**config.mk**
```make
export PLATFORM = sky130hd
export DESIGN_NAME = led_cube_frame_fifo
export DESIGN_NICKNAME = d
export VERILOG_FILES = /design/src/rtl/led_cube_pkg.sv /design/src/rtl/led_cube_frame_ram.sv /design/src/rtl/led_cube_frame_fifo.sv
export SDC_FILE = /design/constraint.sdc
export NUM_CORES = 2
export LEC_CHECK = 0
export ABC_AREA = 1
export ABC_CLOCK_PERIOD_IN_PS = 3000
export BUFFER_PORTS_ARGS = -buffer_cell sky130_fd_sc_hd__buf_2
export CAP_MARGIN = 20
export CORE_MARGIN = 10
export CORE_UTILIZATION = 28
export CTS_CLUSTER_DIAMETER = 100
export DETAILED_ROUTE_END_ITERATION = 8
export PLACE_DENSITY = 0.51
export REMOVE_ABC_BUFFERS = 1
export SYNTH_ARGS = -nofsm -noshare
export SYNTH_HDL_FRONTEND = slang
export SYNTH_HIERARCHICAL = 1
export SYNTH_SLANG_ARGS = --single-unit
```
**constraint.sdc**
```tcl
create_clock -name clk -period 3 [get_ports clk]
set_input_delay 0.9 -clock clk [delete_from_list [all_inputs] [get_ports clk]]
set_output_delay 0.9 -clock clk [all_outputs]
set_load 0.02 [all_outputs]
```
**src/rtl/led_cube_pkg.sv**
```systemverilog
// rtl/led_cube_pkg.sv - shared controller mode encoding for the LED cube
package led_cube_pkg;

   // Controller operating modes; the frame buffer is live only in streaming
   typedef enum logic [3:0] {
      MODE_OFF     = 4'h0,
      MODE_TEST    = 4'h1,
      MODE_PATTERN = 4'h2,
      MODE_STREAM  = 4'h3
   } cube_mode_e;

   localparam logic [3:0] STREAM_MODE = MODE_STREAM;

endpackage

```
**src/rtl/led_cube_frame_ram.sv**
```systemverilog
// rtl/led_cube_frame_ram.sv - simple dual-port frame storage RAM
module led_cube_frame_ram #(
   parameter int DATA_W = 8,
   parameter int DEPTH  = 512,
   localparam int ADDR_W = $clog2(DEPTH)
) (
   input  logic              clk,
   input  logic              we,
   input  logic [ADDR_W-1:0] waddr,
   input  logic [DATA_W-1:0] wdata,
   input  logic [ADDR_W-1:0] raddr,
   output logic [DATA_W-1:0] rdata
);

   // No reset on the array so it maps onto block RAM
   logic [DATA_W-1:0] mem [DEPTH];

   // Synchronous write port
   always_ff @(posedge clk) begin
      if (we) begin
         mem[waddr] <= wdata;
      end
   end

   // Registered read port, one cycle of latency
   always_ff @(posedge clk) begin
      rdata <= mem[raddr];
   end

endmodule

```
**src/rtl/led_cube_frame_fifo.sv**
```systemverilog
// rtl/led_cube_frame_fifo.sv - multi-frame UART stream buffer feeding the cube scan logic
module led_cube_frame_fifo
   import led_cube_pkg::*;
#(
   parameter int         DATA_W      = 8,
   parameter int         FRAME_BYTES = 64,
   parameter int         NUM_FRAMES  = 8,
   parameter logic [3:0] STREAM_MODE = MODE_STREAM,
   localparam int        AW          = $clog2(FRAME_BYTES),
   localparam int        FW          = $clog2(NUM_FRAMES),
   localparam int        CW          = $clog2(NUM_FRAMES + 1)
) (
   input  logic              clk,
   input  logic              rst_n,
   input  logic [3:0]        mode,
   input  logic              new_data,
   input  logic [DATA_W-1:0] uart_reg,
   input  logic [AW-1:0]     frame_addr,
   input  logic              frame_done,
   output logic [DATA_W-1:0] data_to_latch,
   output logic [CW-1:0]     frame_count,
   output logic              full,
   output logic              empty,
   output logic              overflow
);

   localparam logic [CW-1:0] COUNT_MAX = CW'(NUM_FRAMES);
   localparam logic [CW-1:0] COUNT_ONE = CW'(1);
   localparam logic [AW-1:0] LAST_BYTE = AW'(FRAME_BYTES - 1);

   logic [AW-1:0]     wr_addr;
   logic [FW-1:0]     wr_frame;
   logic [FW-1:0]     rd_frame;
   logic [CW-1:0]     count;
   logic              rd_valid;
   logic [DATA_W-1:0] ram_rdata;

   logic flush;
   logic queue_full;
   logic do_write;
   logic do_commit;
   logic do_drop;
   logic do_release;

   // Decode this cycle's flush, write, commit, drop and release conditions
   always_comb begin
      flush      = ~rst_n | (mode != STREAM_MODE);
      queue_full = (count == COUNT_MAX);
      do_write   = new_data & ~queue_full;
      do_commit  = do_write & (wr_addr == LAST_BYTE);
      do_drop    = new_data & queue_full;
      do_release = frame_done & (count > COUNT_ONE);
   end

   // Write side: byte pointer and frame slot being filled
   always_ff @(posedge clk) begin
      if (flush) begin
         wr_addr  <= '0;
         wr_frame <= '0;
      end else if (do_write) begin
         wr_addr <= wr_addr + 1'b1;
         if (do_commit) begin
            wr_frame <= wr_frame + 1'b1;
         end
      end
   end

   // Read side: displayed frame slot advances only when another frame is queued
   always_ff @(posedge clk) begin
      if (flush) begin
         rd_frame <= '0;
      end else if (do_release) begin
         rd_frame <= rd_frame + 1'b1;
      end
   end

   // Committed-frame occupancy; commit and release together cancel out
   always_ff @(posedge clk) begin
      if (flush) begin
         count <= '0;
      end else begin
         case ({do_commit, do_release})
            2'b10:   count <= count + 1'b1;
            2'b01:   count <= count - 1'b1;
            default: count <= count;
         endcase
      end
   end

   // Sticky flag for any byte discarded while the queue was full
   always_ff @(posedge clk) begin
      if (flush) begin
         overflow <= 1'b0;
      end else if (do_drop) begin
         overflow <= 1'b1;
      end
   end

   // Qualifies the RAM read issued on the same edge; empty queue reads as zero
   always_ff @(posedge clk) begin
      if (flush) begin
         rd_valid <= 1'b0;
      end else begin
         rd_valid <= (count != '0);
      end
   end

   // Writes never target the displayed slot: wr_frame == rd_frame only when
   // empty (reads gated) or full (writes blocked)
   led_cube_frame_ram #(
      .DATA_W (DATA_W),
      .DEPTH  (NUM_FRAMES * FRAME_BYTES)
   ) u_frame_ram (
      .clk   (clk),
      .we    (do_write & ~flush),
      .waddr ({wr_frame, wr_addr}),
      .wdata (uart_reg),
      .raddr ({rd_frame, frame_addr}),
      .rdata (ram_rdata)
   );

   assign data_to_latch = rd_valid ? ram_rdata : '0;
   assign frame_count   = count;
   assign full          = queue_full;
   assign empty         = (count == '0);

endmodule

```
# Yosys cells after proc, flatten, opt, wreduce, memory -nomap -nowiden
# Memory sizes are Yosys's and may differ from the RTL's. A register that Yosys moved wholly into a read port is not among the register bits.
# Cells that the tools add are included.
[word_totals] regBits=18 ram_bits=4096 inputBits=22 out_inout_bits=15 word_cells=35 memories=1
[op_classes] n_addsub=5 magnitude_cmp=1 n_eq_ne=5 mux=4 bitwise=9 reduce_logical=4
[memory_table] name="u_frame_ram.mem" depth=512 word_bits=8 rd=1 rd_ports_with_merged_regs=1 write_ports=1 line_no="led_cube_frame_ram.sv:16" source="logic [DATA_W-1:0] mem [DEPTH];"
[ops] operator="2-to-1 mux 8 bit" count=1
[ops] operator="one-hot mux 4 bit (2 select lines)" count=1
[ops] operator="adder 3 x 1 -> 3 bit (second input constant)" count=2
[ops] operator="adder 6 x 1 -> 6 bit (second input constant)" count=1
[ops] operator="equality test 6 bit (second input constant)" count=1
[ops] operator="bitwise AND 1 bit" count=5
[ops] operator="adder 4 x 1 -> 4 bit (second input constant)" count=1
[ops] operator="equality test 4 bit (second input constant)" count=1
[ops] operator="greater-than comparator 4 x 1 -> 1 bit (second input constant)" count=1
[ops] operator="zero test 4 bit" count=1
[ops] operator="!= test 4 x 2 -> 1 bit (second input constant)" count=1
[ops] operator="nonzero test 4 bit" count=1
[ops] operator="subtractor 4 x 1 -> 4 bit (second input constant)" count=1
[ops] operator="inverter 1 bit" count=3
[ops] operator="equality test 2 x 1 -> 1 bit (second input constant)" count=1
[ops] operator="equality test 2 bit (second input constant)" count=1
[ops] operator="2-to-1 mux 1 bit" count=2
[ops] operator="AND reduction 2 bit" count=1
[ops] operator="nonzero test 2 bit" count=1
[ops] operator="bitwise OR 1 bit" count=1

# Depth between registers and ports, before layout
[logic_depth] ltp_word=6 ltp_mapped=15 ltp_nobuf=12

# Modules after synthesis
# The synthesis kept the hierarchy.
[modules_own_cells] mod="led_cube_frame_ram" n_inst=1 cells_per_inst=13891 area_per_inst_um2=166728.7 seq_area_each_um2=123158.1
[modules_own_cells] mod="led_cube_frame_fifo" n_inst=1 cells_per_inst=145 area_per_inst_um2=1044.8 seq_area_each_um2=360.3

# Least setup slack after synthesis
# OpenSTA, ideal clock, no wires.
[synth_timing] kind="input port to flip-flop" from="input port mode[3]" to="memory u_frame_ram.mem[504][0], enable pin" setup_time_ns=0.370 arrival_ns=2.432 required_ns=2.630 setup_slack_ns=0.198 stages=8 path_buffers=1 cell_sequence="nor2_2 -> nand4_4 -> nor2_1 -> inv_1 -> nor3_1 -> nand2_1 -> buf_1 -> nor2_1"
[synth_via] elab_chain_cells=6
[synth_lines] item="start: declaration" line_no="led_cube_frame_fifo.sv:15" source="input logic [3:0] mode,"
[synth_lines] item="!= test 4 x 2 -> 1 bit" line_no="led_cube_frame_fifo.sv:47" source="flush = ~rst_n | (mode != STREAM_MODE);"
[synth_lines] item="bitwise OR 1 bit" line_no="led_cube_frame_fifo.sv:47"
[synth_lines] item="inverter 1 bit" line_no="led_cube_frame_fifo.sv:115" source=".we (do_write & ~flush),"
[synth_lines] item="bitwise AND 1 bit" line_no="led_cube_frame_fifo.sv:115"
[synth_lines] item="2-to-1 mux 1 bit" line_no="led_cube_frame_ram.sv:20" source="if (we) begin"
[synth_lines] item="2-to-1 mux 1 bit (implied by the code)" line_no="led_cube_frame_ram.sv:21" source="mem[waddr] <= wdata;"
[synth_lines] item="end: declaration" line_no="led_cube_frame_ram.sv:16"
# No other way between the ends.

==> key figures <==
Yosys
  – Ys flop type: edfxtp_1
  – Synth Register Bits: 4122
  – Synth cell types: 34
  – Synth Instances: 14000
  – Syn Area/Cell: approximately 12 um^2
  – Cell accounting for the most synthesized area: edfxtp_1
  – Number of synthesized flops with an enable pin: 4096
  – YS warnings: 6
  – Synthesized area: roughly 170000 um^2
  – Most frequent cell after synthesis: nand2_1
  – Async SR Flop Fraction: 0%
  – Synth cell count leaders: nand2_1, edfxtp_1, nand3_1
  – Share of Yosys cell area claimed by the top area cell type: 73.3%
  – Area contributors post-synth: edfxtp_1, nand3_1, nand2_1
  – Sequential area share after synthesis: 73.6%

Routing
  – Routed len/inst: approximately 22 um
  – Router iterations before antenna repair: 8
  – 1st-iter DRT viols: around 11000
  – DRC viols: 0
  – Detailed-route via count: 112000
  – Via/cell ratio: 4.79
  – DRT Wirelength: 522 mm
  – ANT nets after route: 0

STA
  – Slew margin rel.: 35.0%
  – Fin. Hold Viols: 0
  – Tcrit/Tclk final: about 100%
  – FMAX: approximately 330 MHz
  – Final Setup Violations: 0
  – Final min period: 3000 ps
  – Worst-Margin Slew: 975 ps
  – Fin worst setup slack: 2.09 ps
  – Hold Slack: 251 ps
  – RSZ-0062 raised after global routing: false
  – Final Max Slew Viols: 0
  – Worst Skew: 79.2 ps

Setup path
  – CP Launch Type: primary input
  – RR Endpoint: u_frame_ram/mem[150][5]
  – CP Launch Point: frame_addr[1]
  – Critical path class: in -> reg
  – Reg-to-reg setup timing slack: 180 ps
  – CP required: 3890 ps
  – Reg2reg path depth: 12
  – CP Max Fanout: 58
  – CP endpoint kind: flop
  – CP arrival: 3880 ps
  – Reg2reg start: frame_count[1]

GRT
  – Number of global-route vias before repair: 108000
  – First-pass GRT wire length: approximately 760 mm
  – Total track usage: about 16%
  – Most Used Layer, Global Route: met2
  – Largest net degree at the start of global routing: a little over 100
  – Initial antenna violation count: 20
  – Global Route met1 Usage: 21.8%
  – Total gr overflow: 0
  – GRT met3 Usage: 1.99%
  – Grt met2 use: about a quarter

Flow run
  – Max cap viols: 0

Power and ir drop
  – PD cells: 620 nW/um^2
  – Sw Share: 22.6%
  – Worst VDD drop: 0.000541 V
  – Internal power: 96700 uW
  – Leakage: 0.0712 uW
  – Sequential fraction of design power: between 50% and 60%
  – Logic pwr share: 6.2%
  – Switch Pwr: 28300 uW
  – Clock network power share: 43.1%

Floorplanning
  – Ports: 37
  – Core Footprint: 598000 um^2
  – Rows: 284
  – Die height: 794 um
  – Starting Density: 28.1%
  – Die Wd: 794 um
  – Die area: 631000 um^2

Layout
  – Share of cells above drive strength 1: 14.2%
  – Final core utilization: approximately a third
  – Area delta synth->final: 20.1%
  – Non-filler cells, final: 23400
  – Nets: around 15000
  – FILL cells: 59100

Clock network
  – Longest Clk Path Bufs: 4
  – CTS Hold Bufs: 0
  – CTS tree: yes
  – Clock Latency Late Sink: 1010 ps
  – TritonCTS buffer count: 427
  – Clk slew on worst S/H paths: ~60 ps
  – Clock Sinks: 4122
  – CTS H-tree depth: 5
  – Root Driver: clkbuf_16

Placement
  – Dpl ws: -1080 ps
  – Gpl congestion: 0.844
  – Inst Count DP: 22600
  – HPWL Detailed: around 330 mm
  – # port buffers: 36

Outcome
  – Outcome: finished, final reports clean

Worst hold path
  – HP Start: uart_reg[4]
  – Hold Path Sink: u_frame_ram/mem[322][4]
  – Worst Hold Class: in -> reg
  – Hold depth: 1
==> power by group through the flow <==
stage          logic, uW  registers (uW)  clock network [uW]
3_3_place_gp        7750           64500                   0
3_5_place_dp        7750           64500                   0
6_report            7720           63300               53900
5_1_grt             8330           63300               57200
2_1_floorplan       3560           64500                   0
4_1_cts             7770           63300               55000
==> worst max path at each step <==
stage,end,slack [ps],depth (start not counted)
after CTS,data_to_latch[7],-10,3
after floorplan,u_frame_ram/rdata[0],-8300,11
after global placement,u_frame_ram/rdata[0],-1120,16
final,u_frame_ram/rdata[2],2,14
after detailed placement,u_frame_ram/rdata[0],-1080,16
after global routing,full,7,3
==> logic make-up after synthesis <==
family,synth area share [%]
AOI/OAI and AO/OA,0.0604
xor gates and xnor gates,0.0209
adders and majority gates,0.0522
buffers and inverters,3.37
DFF,73.6
and+or+nand+nor,22.9
==> sequential cells by signal, indices dropped and copies added, names as in the netlist <==
register	flops
overflow	1
rd_valid	1
rd_frame	3
wr_addr	6
u_frame_ram/mem	4096
frame_count	4
u_frame_ram/rdata	8
wr_frame	3
==> per-stage QoR <==
| stage | TNS (ps) | power (uW) | cell area, um^2 |
|---|---|---|---|
| final | 0 | 125000 | 201000 |
| after detailed placement | -189260 | 72300 | 187000 |
| after floorplan | -245310 | 68100 | 162000 |
| after global placement | -197180 | 72300 | 187000 |
| after CTS | -9.71 | 126000 | 201000 |
| after global routing | 0 | 129000 | 201000 |
==> routing by layer <==
metal	share of wire, %	up-vias	wire [um]
met1	43	55600	226000
met5	0	-	0
met4	3.2	0	17000
met2	47	3609	247000
li1	-	51800	-
met3	6.1	698	31700
==> critical path, cell delays in order <==
cell,delay [ps]
buf_8,150
inv_16,180
buf_12,210
buf_4,210
buf_12,310
nand3_1,130
nand3_1,120
nand3_1,130
nand3_1,200
nand3_1,450
nand3_1,420
nand3_1,110
nand3_1,110
nand2_1,70
==> area by class of cell <==
| type | count | area (um^2) | area share, % |
|---|---|---|---|
| antenna | 3 | 7.51 | 0.00373 |
| clock buffer | 513 | 11200 | 5.57 |
| clock inverter | 281 | 2880 | 1.43 |
| inverter | 63 | 293 | 0.145 |
| multi-input combinational | 8866 | 38800 | 19.3 |
| sequential | 4122 | 124000 | 61.3 |
| tap | 8008 | 10000 | 4.97 |
| timing repair buffer | 1500 | 14600 | 7.27 |
==> what timing repair did <==
item | in CTS | in global routing
resized for setup | 32 | 4
pin swaps | 1 | 1
buffers inserted | 1 | 0
setup endpoints to repair | 11 | 14
==> cells in the final DEF, fill, tap and decap left out, types with 4 or more instances in the layout <==
master	n
a21oi_1	7
buf_12	265
buf_2	20
buf_4	1200
buf_8	11
bufinv_16	53
clkbuf_1	76
clkbuf_16	437
clkinv_1	104
clkinv_2	87
clkinv_4	6
clkinv_8	4
clkinvlp_4	13
dfxtp_1	20
dfxtp_2	5
edfxtp_1	4096
ha_1	6
inv_1	50
inv_16	7
inv_2	6
inv_6	7
nand2_1	4164
nand2_4	24
nand3_1	4079
nand3_2	6
nor2_1	538
nor3_1	11
o21ai_1	4
Note: power is estimated with default switching activity, not from simulation.
